<file path="config.mk">
export PLATFORM = sky130hd
export DESIGN_NAME = branch_predict_unit
export DESIGN_NICKNAME = d
export VERILOG_FILES = /design/src/rtl/branch_predict_unit.sv
export SDC_FILE = /design/constraint.sdc
export NUM_CORES = 1
export LEC_CHECK = 0
export ABC_AREA = 1
export BUFFER_PORTS_ARGS = -buffer_cell sky130_fd_sc_hd__buf_2
export CORE_UTILIZATION = 52
export CTS_BUF_LIST = sky130_fd_sc_hd__clkbuf_8
export CTS_CLUSTER_DIAMETER = 100
export CTS_CLUSTER_SIZE = 28
export DETAILED_ROUTE_END_ITERATION = 8
export PLACE_DENSITY = 0.93
export SYNTH_ARGS = -nofsm -noshare
export SYNTH_HDL_FRONTEND = slang
export SYNTH_SLANG_ARGS = --single-unit
</file>
<file path="constraint.sdc">
create_clock -name clk -period 2.7 [get_ports clk]
set_input_delay 0.27 -clock clk [delete_from_list [all_inputs] [get_ports clk]]
set_output_delay 0.27 -clock clk [all_outputs]
set_load 0.005 [all_outputs]
</file>
<file path="src/rtl/branch_predict_unit.sv">
// ---------------------------------------------------------------------------
// branch_predict_unit
//   Branch resolution and prediction for the pipelined core.
//   - Resolves BEQ/BNE/BLT/BGE/BLTU/BGEU in EX from the ALU flags.
//   - Direct-mapped table of 2**IDX_W saturating counters, indexed by
//     pc[IDX_W+1:2], gives a zero-latency taken prediction at fetch.
//   - Registered one-cycle flush pulse when the resolved outcome disagrees
//     with the prediction carried down from fetch.
//
// Optional feature: define BPU_STATS_EN to build the br_cnt/mis_cnt
// statistics counters. Undefined, both outputs are tied to zero.
//
// Ports
//   clk, rst_n      clock (rising edge), asynchronous active-low reset
//   f_pc            fetch PC to predict
//   f_pred_taken    prediction for f_pc (combinational)
//   ex_valid        EX stage holds a valid instruction
//   ex_branch       EX instruction is a conditional branch
//   ex_func3        branch condition code
//   ex_zero/neg/ltu ALU flags: rs1==rs2, signed rs1<rs2, unsigned rs1<rs2
//   ex_pc           PC of the EX branch (selects the entry to train)
//   ex_pred_taken   prediction made for this branch at fetch
//   ex_taken        resolved outcome (combinational)
//   flush           registered mispredict pulse
//   br_cnt, mis_cnt resolved-branch / mispredict counters
// ---------------------------------------------------------------------------

// One saturating counter of the prediction table.
module bpu_ctr_entry #(
  parameter int CNT_W = 2
) (
  input  logic             clk,
  input  logic             rst_n,
  input  logic             upd_i,
  input  logic             taken_i,
  output logic [CNT_W-1:0] cnt_o
);
  // Weakly not-taken: just below the taken threshold.
  localparam logic [CNT_W-1:0] CNT_RST = CNT_W'((2 ** (CNT_W - 1)) - 1);
  localparam logic [CNT_W-1:0] CNT_MAX = '1;

  logic [CNT_W-1:0] cnt_q, cnt_d;

  always_comb begin
    cnt_d = cnt_q;
    if (upd_i) begin
      if (taken_i) begin
        if (cnt_q != CNT_MAX) cnt_d = cnt_q + CNT_W'(1);
      end else begin
        if (cnt_q != '0) cnt_d = cnt_q - CNT_W'(1);
      end
    end
  end

  always_ff @(posedge clk or negedge rst_n) begin
    if (!rst_n) cnt_q <= CNT_RST;
    else        cnt_q <= cnt_d;
  end

  assign cnt_o = cnt_q;
endmodule

module branch_predict_unit #(
  parameter int PC_W   = 32,
  parameter int IDX_W  = 4,
  parameter int CNT_W  = 2,
  parameter int STAT_W = 16
) (
  input  logic              clk,
  input  logic              rst_n,
  input  logic [PC_W-1:0]   f_pc,
  output logic              f_pred_taken,
  input  logic              ex_valid,
  input  logic              ex_branch,
  input  logic [2:0]        ex_func3,
  input  logic              ex_zero,
  input  logic              ex_neg,
  input  logic              ex_ltu,
  input  logic [PC_W-1:0]   ex_pc,
  input  logic              ex_pred_taken,
  output logic              ex_taken,
  output logic              flush,
  output logic [STAT_W-1:0] br_cnt,
  output logic [STAT_W-1:0] mis_cnt
);
  localparam int DEPTH = 2 ** IDX_W;

  logic                        res;
  logic [IDX_W-1:0]            f_idx, ex_idx;
  logic [DEPTH-1:0]            upd;
  logic [DEPTH-1:0][CNT_W-1:0] cnt;
  logic                        flush_q, flush_d;

  assign res    = ex_valid & ex_branch;
  // Byte offset bits are dropped so consecutive words hit consecutive entries.
  assign f_idx  = f_pc[IDX_W+1:2];
  assign ex_idx = ex_pc[IDX_W+1:2];

  // Bits of the PCs that never reach the index.
  logic unused_pc;
  assign unused_pc = ^{f_pc[PC_W-1:IDX_W+2], f_pc[1:0],
                       ex_pc[PC_W-1:IDX_W+2], ex_pc[1:0]};

  // ---- resolve ----------------------------------------------------------
  always_comb begin
    ex_taken = 1'b0;
    if (res) begin
      unique case (ex_func3)
        3'b000:  ex_taken = ex_zero;
        3'b001:  ex_taken = ~ex_zero;
        3'b100:  ex_taken = ex_neg;
        3'b101:  ex_taken = ~ex_neg;
        3'b110:  ex_taken = ex_ltu;
        3'b111:  ex_taken = ~ex_ltu;
        default: ex_taken = 1'b0;  // illegal codes resolve (and train) not-taken
      endcase
    end
  end

  // ---- prediction table ---------------------------------------------------
  for (genvar i = 0; i < DEPTH; i++) begin : g_ent
    assign upd[i] = res && (ex_idx == IDX_W'(i));
    bpu_ctr_entry #(.CNT_W(CNT_W)) u_ent (
      .clk     (clk),
      .rst_n   (rst_n),
      .upd_i   (upd[i]),
      .taken_i (ex_taken),
      .cnt_o   (cnt[i])
    );
  end

  // Reads the registered counter, so a same-cycle update is not visible.
  assign f_pred_taken = cnt[f_idx][CNT_W-1];

  // ---- mispredict flush ---------------------------------------------------
  assign flush_d = res & (ex_taken != ex_pred_taken);

  always_ff @(posedge clk or negedge rst_n) begin
    if (!rst_n) flush_q <= 1'b0;
    else        flush_q <= flush_d;
  end

  assign flush = flush_q;

  // ---- statistics -------------------------------------------------------
`ifdef BPU_STATS_EN
  logic [STAT_W-1:0] br_cnt_q, br_cnt_d;
  logic [STAT_W-1:0] mis_cnt_q, mis_cnt_d;

  // Free-running, wraps modulo 2**STAT_W.
  assign br_cnt_d  = br_cnt_q  + STAT_W'(res);
  assign mis_cnt_d = mis_cnt_q + STAT_W'(flush_d);

  always_ff @(posedge clk or negedge rst_n) begin
    if (!rst_n) begin
      br_cnt_q  <= '0;
      mis_cnt_q <= '0;
    end else begin
      br_cnt_q  <= br_cnt_d;
      mis_cnt_q <= mis_cnt_d;
    end
  end

  assign br_cnt  = br_cnt_q;
  assign mis_cnt = mis_cnt_q;
`else
  assign br_cnt  = '0;
  assign mis_cnt = '0;
`endif

endmodule

</file>
==> Word level (Yosys, flattened, before mapping) <==
Index checks and enable logic that the tools add are counted.
{ "classes": {"mux": 52, "n_addsub": 32, "bitwise": 5, "n_lt_le_gt_ge": 1, "reduce_logical": 66, "n_eq_ne": 53} }
{ "ops": {"columns": ["op", "count"], "rows": [
  ["2-to-1 mux 2 bit", 49],
  ["nonzero test 2 bit", 32],
  ["AND reduction 3 bit", 16],
  ["adder 2 x 1 -> 2 bit, second input constant", 16],
  ["equality test 4 bit, second input constant", 8],
  ["!= test 2 x 1 -> 1 bit, second input constant", 16],
  ["!= test 2 bit, second input constant", 16],
  ["subtractor 2 x 1 -> 2 bit, second input constant", 16],
  ["equality test 4 x 3 -> 1 bit, second input constant", 4],
  ["logical AND 1 bit", 16],
  ["equality test 3 bit, second input constant", 4],
  ["binary-select mux 2 bit (select 4 bit)", 1],
  ["equality test 4 x 2 -> 1 bit, second input constant", 2],
  ["case mux 1 bit (6 select lines)", 1],
  ["< comparator 4 x 5 -> 1 bit, second input constant", 1],
  ["equality test 4 x 1 -> 1 bit, second input constant", 1],
  ["logical NOT 4 bit", 1],
  ["equality test 3 x 1 -> 1 bit, second input constant", 1],
  ["logical NOT 3 bit", 1],
  ["NOT 1 bit", 3],
  ["bitwise AND 1 bit", 2],
  ["2-to-1 mux 1 bit", 1],
  ["!= test 1 bit", 1]
]} }
{ "word_totals": {"out_inout_bits": 35, "input_bits": 75, "ff_bits": 33} }

==> Logic depth before layout (Yosys ltp) <==
Gate-level depths: netlist of the first run.
{ "depth": {"depth_word": 5, "ltp_mapped": 10, "ltp_nobuf": 9} }

==> Modules after synthesis <==
From an unflattened synthesis of the first run, not the netlist that was laid out.
{ "hier_totals": {"cells_unflattened": 331, "hier_area_um2": 2324.7} }
{ "modules_own_cells": {"columns": ["module", "area_per_inst_um2", "n_inst", "cells_each"], "rows": [
  ["bpu_ctr_entry", 103.8, 16, 13],
  ["branch_predict_unit", 663.1, 1, 123]
]} }

==> Worst setup path after synthesis of the first run <==
No wires, ideal clock.
{ "synth_path": {"path_type": "input-to-output", "start": "in f_pc[2]", "end": "out f_pred_taken", "cell_stages": 7, "n_path_buf": 2, "path_slack_ps": 1424, "arrival_ps": 1006, "required_ps": 2430, "cell_sequence": "clkbuf_1 buf_2 nand2_1 o211ai_1 nand3_1 nand3b_1 nand2_1"} }
{ "synth_between": {"elab_chain_cells": 2} }
{ "synth_rtl": {"columns": ["item", "line_no", "source"], "rows": [
  ["from (decl)", "71", "input logic [PC_W-1:0] f_pc,"],
  ["binary-select mux 2 bit (select 4 bit)", "133", "assign f_pred_taken = cnt[f_idx][CNT_W-1];"],
  ["2-to-1 mux 2 bit (not written as such)", "133", null],
  ["to (decl)", "72", "output logic f_pred_taken,"]
]} }
No other way between the ends. The select of a mux whose other input is x is not followed.

==> Worst setup path in the final report of the first run <==
{ "layout_path": {"start": "in ex_func3[0]", "end": "out ex_taken"} }
{ "layout_between": {"elab_chain_cells": 3, "elab_cells_between_ends": 8, "cone_classes": "5 x eq/ne; 2 x mux; 1 x reduce/logical"} }
{ "layout_rtl": {"columns": ["item", "line_no", "source"], "rows": [
  ["from (decl)", "75", "input logic [2:0] ex_func3,"],
  ["equality test 3 bit, or another cell as far along", "108", "unique case (ex_func3)"],
  ["case mux 1 bit (6 select lines) (*)", "108", null],
  ["2-to-1 mux 1 bit (*)", "107", "if (res) begin"],
  ["to (decl)", "81", "output logic ex_taken,"]
]} }
Every way passes the cells marked *; elsewhere a longest branch is shown, timed or not.

==> impl_summary.log, run 1 <==
[metrics] Crit. End Element: output port
[metrics] crit path launch type: primary input
[metrics] multiplexer fraction of the synthesized cell area: 0
[metrics] initial detailed-routing violation count: 96
[metrics] Post-Synthesis Mean Instance Area: between 7 and 8 µm²
[metrics] RSZ-0062 raised after global routing: no
[metrics] area added between synthesis and finish: 3.94%
[metrics] switching component of the power: 0.336 mW
[metrics] TritonCTS clock tree: yes
[metrics] remaining global-route overflow: 0
[metrics] Switching Share: 0.281
[metrics] overall power after layout: between 1 and 1.5 mW
[metrics] clock skew after layout: ~0.0054 ns
[metrics] Via density: 4.92
[metrics] height of the die: around 69 µm
[metrics] dominant combinational cell family by area after synthesis: simple AND/OR/NAND/NOR gates
[metrics] largest net degree at the start of global routing: 34
[metrics] total negative slack for setup checks: 0 ns
[metrics] count of flip-flops with a built-in enable after synthesis: 0
[metrics] number of iterations in the first detailed-routing pass: 4
[metrics] Core Region: ~4400 µm²
[metrics] fraction of the mapped netlist area in compound gates: 0.145
[metrics] Cell Rows: 24
[metrics] fraction of power consumed by sequential logic: 0.510
[metrics] total of max-cap violations: 0
[metrics] count of instances resized after the clock tree is built: 0
[metrics] remaining antenna violation count after routing: 0
[metrics] Synthesis Warnings: 0
[metrics] clk_lat worst skew: 0.29 ns
[metrics] deepest clock path buffer count: 2
[metrics] final critical-path share of the clock period: 0.669
[metrics] relative contribution of combinational cells to total power: 0.147
[metrics] largest incremental delay on the critical path: 0.33 ns
[metrics] required time worst endpoint: 2.43 ns
[metrics] total global routing track utilization: 0.200
[metrics] antenna violations before repair: 0
[metrics] Arr. time, crit path: between 1.5 and 2 ns
[metrics] post-CTS clock slew at the launch and capture registers of the worst setup and hold paths: 0.07 ns
[metrics] Worst Path Buf+Inv: 3
[metrics] classification of the worst-slack hold path: in2async
[metrics] top fanout value on the critical path: 22
[metrics] buffer cell driving the clock tree root: sky130_fd_sc_hd__clkbuf_8
[metrics] post-layout minimum cycle time: ~1.8 ns
[metrics] Initial Utilization: 0.540
[metrics] vias after detailed routing: 1,966
[metrics] fraction of power consumed by the clock network: 0.343
[metrics] power density relative to cell area: 489 nW/µm²
[metrics] CTS Hold Buffers Added: 0
[metrics] number of diodes added for antenna fixing: 0
[metrics] post-synthesis simple-gate area fraction: 0.292
[metrics] peak supply drop: 0.000413 V
[metrics] Post-Route Hold Slack: 0.0550 ns
[metrics] CP cell instances: buf_2, or2_1, nand4_1, nand2_4, nand2_4, inv_2, buf_2
[metrics] number of global-route vias before repair: 1,820
[metrics] worst setup slack after placement: 0.891 ns
[metrics] fraction of final layout cells sized beyond drive strength 1: 0.184
[metrics] Total Die Area: 4800 µm²
[metrics] worst slew pin tran: 0.772 ns
[metrics] synthesized-area fraction occupied by xor and xnor cells: 0
[metrics] Synth cell types: 32
[metrics] Internal Dissipation: about 0.86 mW
[metrics] cell family contributing the most delay on the critical path: simple AND/OR/NAND/NOR gates
[metrics] HPWL after DPL: 3.34 mm
[metrics] fmax: 553 MHz
[metrics] share of synthesized flip-flops with an asynchronous set or reset: 1.00
[metrics] P_leak: 1.28 nW
[metrics] sink count of the clock tree: 33
[metrics] post-CTS setup-driven buffer insertion count: 0
[metrics] total count of hold-check failures in the final report: 0
[metrics] placed cell count: 392
[metrics] clock buffer count from CTS: 5
[metrics] maximum level of the CTS H-tree: 2
[metrics] Final Setup Violations: 0
[metrics] top_reg_cell synth: sky130_fd_sc_hd__dfrtp_1
[metrics] Post-Syn Instances: roughly 330
[metrics] final layout net count: 422
[metrics] worst setup slack after layout: ~0.9 ns
[metrics] category of the most critical setup path: in2out
[metrics] Adder-Cell Fraction of Synth Area: 0
[metrics] final cell count without fillers: 400
[metrics] number of design rule violations left after detail routing: 0
[metrics] post-synthesis sequential element count: 33
[metrics] sequential cell area fraction in the yosys report: 0.360
[metrics] global-route wire length before repair: 7.71 mm
[metrics] input/output buffers: 21
[metrics] final weighted congestion of routability-driven global placement: around 0.85
[metrics] Netlist Area Pre-Place: 2350 µm²
[metrics] Chip Width: 69.3 µm
[metrics] final routed wirelength across all metal layers: between 4 and 5 mm
[metrics] slowest CP cell: sky130_fd_sc_hd__nand2_4
[metrics] I/O pin total: 110
[metrics] drt wl/cell: 11.2 µm
[metrics] number of pins with negative max-slew slack in the final report: 0
[metrics] worst slew margin relative to its limit: 0.485
[metrics] run status: completed
==> placed cells by master, fill, tap and decap left out, types with 4 or more instances in the layout <==
master	instances
sky130_fd_sc_hd__nand3_1	29
sky130_fd_sc_hd__clkbuf_8	7
sky130_fd_sc_hd__o211ai_1	4
sky130_fd_sc_hd__dfstp_2	16
sky130_fd_sc_hd__a21oi_1	13
sky130_fd_sc_hd__dfrtp_1	17
sky130_fd_sc_hd__nor3_1	5
sky130_fd_sc_hd__o21ai_0	23
sky130_fd_sc_hd__nand2_1	82
sky130_fd_sc_hd__nand2_4	4
sky130_fd_sc_hd__nor2_1	23
sky130_fd_sc_hd__inv_1	46
sky130_fd_sc_hd__buf_2	21
sky130_fd_sc_hd__conb_1	32
==> layout make-up <==
cell class / instances / area (µm²)
Timing Repair Buffer: 21 / 105
Clock inverter: 1 / 5.00
Sequential cell: 33 / 846
Inverter: 48 / 180
Multi-Input combinational cell: 238 / 1150
Fill cell: 387 / 1910
Clock buffer: 7 / 96.3
Tap cell: 52 / 65.1
==> routing by layer <==
metal,track usage,wire length (µm)
met4,0.0703,27
met2,0.358,2330
met3,0.0349,180
met5,0,0
met1,0.240,1950
==> cells by family after synthesis <==
logic type | Yosys count
buf+inv | 87
other cells | 1
compound gates | 53
simple gates | 153
flops | 33
==> cell usage after synthesis, drive strengths merged (2+ instances only) <==
| library cell | count | area [µm²] |
|---|---|---|
| a22oi | 3 | 22.5 |
| nand3b | 3 | 22.5 |
| nor2 | 24 | 92.6 |
| buf | 38 | 292 |
| nor3 | 7 | 45.0 |
| o21ai | 26 | 138 |
| dfrtp | 17 | 425 |
| a21oi | 18 | 131 |
| o21bai | 2 | 18.8 |
| inv | 48 | 180 |
| o211ai | 4 | 30.0 |
| dfstp | 16 | 420 |
| nand3 | 30 | 155 |
| nand2 | 87 | 359 |
==> state kept, by name, summed over array words and instances (netlist names) <==
| signal | cells |
|---|---|
| g_ent.u_ent.cnt_o | 32 |
| flush | 1 |
==> worst reg2reg max path, stage by stage (launching register included) <==
cell	delay [ns]
sky130_fd_sc_hd__dfstp_2	0.52
sky130_fd_sc_hd__inv_1	0.05
sky130_fd_sc_hd__nor2_1	0.15
sky130_fd_sc_hd__nand2_1	0.07
sky130_fd_sc_hd__inv_1	0.06
sky130_fd_sc_hd__a21oi_2	0.04
==> metrics by stage <==
step	cell area, µm²	utilization
4_1_cts	2440	0.561
2_1_floorplan	2470	-
6_report	2440	0.561
3_3_place_gp	2340	0.538
5_1_grt	2440	0.561
3_5_place_dp	2340	0.538
==> power by group through the flow <==
stage                     clock [mW]  sequential (mW)  combinational (mW)
after CTS                      0.423            0.609               0.176
after global placement             0            0.612               0.169
after global routing           0.440            0.617               0.200
after floorplan                    0            0.606               0.164
final                          0.410            0.609               0.176
after detailed placement           0            0.618               0.175
==> path summary, 6_finish.rpt <==
kind	start	endpoint	slack, ns	cells past startpoint
worst max-delay path	ex_func3[0]	ex_taken	0.89	7
worst min-delay path	rst_n	g_ent[4].u_ent.cnt_o[1]	0.05	1
worst max register to register	g_ent[8].u_ent.cnt_o[0]	g_ent[8].u_ent.cnt_o[0]	1.75	5
worst min register to register	g_ent[9].u_ent.cnt_o[0]	g_ent[9].u_ent.cnt_o[0]	0.48	2
max in group asynchronous	rst_n	g_ent[2].u_ent.cnt_o[1]	2.16	1
min in group clk	ex_pred_taken	flush	0.15	2
(Power assumes the default switching activity.)
==> inputs of run 2 (changes only) <==
--- a/config.mk
+++ b/config.mk
@@ -5,14 +5,14 @@
 export SDC_FILE = /design/constraint.sdc
 export NUM_CORES = 1
 export LEC_CHECK = 0
-export ABC_AREA = 1
+export ABC_AREA = 0
 export BUFFER_PORTS_ARGS = -buffer_cell sky130_fd_sc_hd__buf_2
-export CORE_UTILIZATION = 52
+export CORE_UTILIZATION = 43
 export CTS_BUF_LIST = sky130_fd_sc_hd__clkbuf_8
 export CTS_CLUSTER_DIAMETER = 100
 export CTS_CLUSTER_SIZE = 28
 export DETAILED_ROUTE_END_ITERATION = 8
-export PLACE_DENSITY = 0.93
+export PLACE_DENSITY = 0.84
 export SYNTH_ARGS = -nofsm -noshare
 export SYNTH_HDL_FRONTEND = slang
 export SYNTH_SLANG_ARGS = --single-unit
==> constraint.sdc (replaced) <==
create_clock -name clk -period 1.5 [get_ports clk]
set_input_delay 0.15 -clock clk [delete_from_list [all_inputs] [get_ports clk]]
set_output_delay 0.15 -clock clk [all_outputs]
set_load 0.005 [all_outputs]
==> run 2 against run 1 <==
The run now ends with negative setup slack left. Highest routed layer unchanged. Total power grew 79%. Flip-flop and latch count is the same. Synthesized cell count shrank 27%. Core utilization shrank 3.3 points. Critical path depth shrank 4. Largest cell class unchanged.
==> impl_summary.log, run 2 <==
[metrics] top cell type by total area after synthesis: sky130_fd_sc_hd__dfrtp_1 (unchanged)
[metrics] sequential cell area fraction in the yosys report: 0.382 (was 0.360)
[metrics] Crit. End Element: output port (unchanged)
[metrics] Arr. time, crit path: 1.78 ns (was 1.54 ns)
[metrics] maximum level of the CTS H-tree: 2 (unchanged)
[metrics] HPWL after DPL: 3.36 mm (was 3.34 mm)
[metrics] required time worst endpoint: 1.35 ns (was 2.43 ns)
[metrics] P_leak: 1.15 nW (was 1.28 nW)
[metrics] buffer cell driving the clock tree root: sky130_fd_sc_hd__clkbuf_8 (unchanged)
[metrics] final routed wirelength across all metal layers: 4.53 mm (was 4.50 mm)
[metrics] initial detailed-routing violation count: 167 (was 96)
[metrics] drt wl/cell: 12.7 µm (was 11.2 µm)
[metrics] logic depth of the worst register-to-register path: 3 (was 5)
[metrics] number of pins with negative max-slew slack in the final report: 0 (unchanged)
[metrics] Total Die Area: 5440 µm² (was 4800 µm²)
[metrics] area added between synthesis and finish: 15.7% (was 3.94%)
[metrics] post-layout minimum cycle time: 1.93 ns
[metrics] post-CTS clock slew at the launch and capture registers of the worst setup and hold paths: 0.07 ns (about the same)
[metrics] global-route wire length before repair: 7.38 mm (was 7.71 mm)
[metrics] endpoint of the most critical register-to-register path: g_ent[8].u_ent.cnt_o[0] (unchanged)
[metrics] sink count of the clock tree: 33 (unchanged)
[metrics] terminating pin of the worst hold path: flush
[metrics] total of max-cap violations: 0 (unchanged)
[metrics] most common library cell in the layout ignoring fill and taps: sky130_fd_sc_hd__a21oi_1 (was sky130_fd_sc_hd__nand2_1)
[metrics] Core Region: 4850 µm² (was 4350 µm²)
[metrics] placed cell count: 349 (was 392)
[metrics] Post-Synthesis Mean Instance Area: 9.30 µm² (was 7.19 µm²)
[metrics] RSZ-0062 raised after global routing: yes (was no)
[metrics] final cell count without fillers: 357 (was 400)
[metrics] clk_lat worst skew: 0.29 ns (about the same)
[metrics] largest cells by area after synthesis: sky130_fd_sc_hd__dfrtp_1 19%, sky130_fd_sc_hd__dfstp_2 19%, sky130_fd_sc_hd__buf_4 11%, sky130_fd_sc_hd__a21oi_1 7.9%, sky130_fd_sc_hd__mux4_2 5.1% (was sky130_fd_sc_hd__dfrtp_1 18%, sky130_fd_sc_hd__dfstp_2 18%, sky130_fd_sc_hd__nand2_1 13%, sky130_fd_sc_hd__buf_4 10%, sky130_fd_sc_hd__inv_1 7.3%)
[metrics] total negative slack for setup checks: -0.427 ns (was 0 ns)
[metrics] sequential cell area: 846 µm² (unchanged)
[metrics] worst r2r src: g_ent[8].u_ent.cnt_o[0] (unchanged)
[metrics] met2 WL post-DR: 2.32 mm (was 2.33 mm)
[metrics] count of flip-flops with a built-in enable after synthesis: 0 (unchanged)
[metrics] final weighted congestion of routability-driven global placement: 0.785 (was 0.848)
[metrics] final layout net count: 364 (was 422)
[metrics] vias after detailed routing: 1,809 (was 1,966)
[metrics] power density relative to cell area: 834 nW/µm² (was 489 nW/µm²)
[metrics] clock skew after layout: 0.0105 ns (was 0.00544 ns)
[metrics] leading cell type by number of instances after synthesis: sky130_fd_sc_hd__a21oi_1 (was sky130_fd_sc_hd__nand2_1)
[metrics] peak supply drop: 0.000250 V (was 0.000413 V)
[metrics] Chip Width: 73.7 µm (was 69.3 µm)
[metrics] worst setup slack after layout: -0.427 ns (was 0.893 ns)
[metrics] crit path launch type: flop (was primary input)
[metrics] number of diodes added for antenna fixing: 0 (unchanged)
[metrics] area share of the leading cell type in the synthesized netlist: 0.192 (was 0.181)
[metrics] input/output buffers: 21 (unchanged)
[metrics] total global routing track utilization: 0.185 (was 0.200)
[metrics] cell depth of the worst min-delay path: 3
[metrics] Initial Utilization: 0.457 (was 0.540)
[metrics] remaining antenna violation count after routing: 0 (unchanged)
[metrics] area occupied by multi-input gates: 1110 µm² (was 1150 µm²)
[metrics] Synth cell types: 41 (was 32)
[metrics] final critical-path share of the clock period: 1.28
[metrics] share of synthesized flip-flops with an asynchronous set or reset: 1.00 (unchanged)
[metrics] metal1 wirelength: 1.83 mm (was 1.95 mm)
[metrics] Final Setup Violations: 1 (was 0)
[metrics] largest net degree at the start of global routing: 34 (unchanged)
[metrics] hold wc startpoint: ex_pred_taken
[metrics] remaining global-route overflow: 0 (unchanged)
[metrics] Netlist Area Pre-Place: 2210 µm² (was 2350 µm²)
[metrics] Synthesis Warnings: 0 (unchanged)
[metrics] number of iterations in the first detailed-routing pass: 4 (unchanged)
[metrics] count of fill cells added during filler insertion: 428 (was 387)
[metrics] Post-Syn Instances: 238 (was 327)
[metrics] violated checks: negative setup slack
[metrics] clock buffer count from CTS: 5 (unchanged)
[metrics] category of the most critical setup path: reg2out (was in2out)
[metrics] classification of the worst-slack hold path: in2reg (was in2async)
[metrics] number of design rule violations left after detail routing: 0 (unchanged)
[metrics] number of flip-flops in the largest register: 32 (unchanged)
[metrics] top_reg_cell synth: sky130_fd_sc_hd__dfrtp_1 (unchanged)
[metrics] most used standard cells in the synthesized netlist: 35 x sky130_fd_sc_hd__a21oi_1, 32 x sky130_fd_sc_hd__buf_4, 18 x sky130_fd_sc_hd__o21ai_1, 17 x sky130_fd_sc_hd__dfrtp_1 (was 82 x sky130_fd_sc_hd__nand2_1, 46 x sky130_fd_sc_hd__inv_1, 32 x sky130_fd_sc_hd__buf_4, 29 x sky130_fd_sc_hd__nand3_1)
[metrics] TritonCTS clock tree: yes (unchanged)
[metrics] antenna violations before repair: 0 (unchanged)
[metrics] number of global-route vias before repair: 1,665 (was 1,820)
[metrics] commonest non-fill, non-tap cells in the layout: 35 x sky130_fd_sc_hd__a21oi_1, 32 x sky130_fd_sc_hd__conb_1, 30 x sky130_fd_sc_hd__buf_4 (was 82 x sky130_fd_sc_hd__nand2_1, 46 x sky130_fd_sc_hd__inv_1, 32 x sky130_fd_sc_hd__conb_1)
[metrics] r2r setup slk: 0.29 ns (was 1.75 ns)
[metrics] I/O pin total: 110 (unchanged)
[metrics] deepest clock path buffer count: 2 (unchanged)
[metrics] height of the die: 73.7 µm (was 69.3 µm)
[metrics] fmax: 519 MHz
[metrics] Cell Rows: 25 (was 24)
[metrics] sum of met3 wire segment lengths after detailed routing: 249 µm (was 180 µm)
[metrics] top sig layer: met4 (unchanged)
[metrics] post-synthesis sequential element count: 33 (unchanged)
[metrics] Via density: 5.07 (was 4.92)
[metrics] run status: finished with violations (was completed)
[metrics] fraction of final layout cells sized beyond drive strength 1: 0.324 (was 0.184)
[metrics] total count of hold-check failures in the final report: 0 (unchanged)
[metrics] top fanout value on the critical path: 2 (was 22)
run 2: metrics by stage:
stage	total power [mW]	utilization	cell area, µm²	hold slack (ns)	setup slack (ns)
global route	2.24	0.528	2560	0.131	-0.479
CTS	2.15	0.530	2570	0.106	-0.441
detailed placement	1.46	0.509	2470	0.198	-0.138
finish	2.13	0.528	2560	0.108	-0.427
global placement	1.44	0.509	2470	0.199	-0.124
floorplan	1.39	-	2330	-0.146	0.0326
run 2: how the worst max path moves through the flow:
stage / from / end / cells after the start
CTS: g_ent[3].u_ent.cnt_o[1] / f_pred_taken / 3
finish: g_ent[3].u_ent.cnt_o[1] / f_pred_taken / 3
global route: g_ent[3].u_ent.cnt_o[1] / f_pred_taken / 3
detailed placement: f_pc[2] / f_pred_taken / 4
global placement: f_pc[2] / f_pred_taken / 4
floorplan: g_ent[15].u_ent.cnt_o[1] / f_pred_taken / 2
run 2: routing by layer:
| metal | track usage | vias to the layer above |
|---|---|---|
| li1 | - | 876 |
| met3 | 0.0535 | 15 |
| met5 | 0 | - |
| met2 | 0.309 | 62 |
| met1 | 0.213 | 856 |
| met4 | 0.0983 | 0 |
run 2: cells by family after synthesis:
family / synth area share
muxes: 0.0984
other: 0.00169
buffers and inverters: 0.170
DFF: 0.382
xor gates and xnor gates: 0.0158
and+or+nand+nor: 0.119
AOI/OAI and AO/OA: 0.193
adders and majority gates: 0.0203
run 2: timing repair:
item                                   CTS  global route
hold buffers                             1             0
buffers inserted                         0             0
gates cloned                             0             0
gates resized for setup                  0             0
pin swaps                                0             0
setup endpoints to repair                1             2
endpoints found under the hold margin   17             0
run 2: cell type report:
| class | instances | share of cell area |
|---|---|---|
| Clock buffer | 6 | 0.0323 |
| Clock inverter | 2 | 0.00293 |
| Inverter | 17 | 0.0279 |
| Multi-Input combinational cell | 179 | 0.433 |
| Sequential cell | 33 | 0.330 |
| Tap cell | 67 | 0.0327 |
| Timing Repair Buffer | 53 | 0.141 |
run 2: power by group:
part	leakage, nW	internal (mW)	total, mW	switching, mW
sequential	0.404	1.03	1.06	0.0305
combinational	0.694	0.162	0.392	0.230
clock	0.0538	0.360	0.686	0.325
total	1.15	1.55	2.13	0.585
run 2: worst max-delay path, cell delays in order, from the launching register on:
cell and delay, ns:
sky130_fd_sc_hd__dfrtp_1 0.39, sky130_fd_sc_hd__mux4_2 0.50, sky130_fd_sc_hd__mux4_2 0.46, sky130_fd_sc_hd__buf_2 0.14
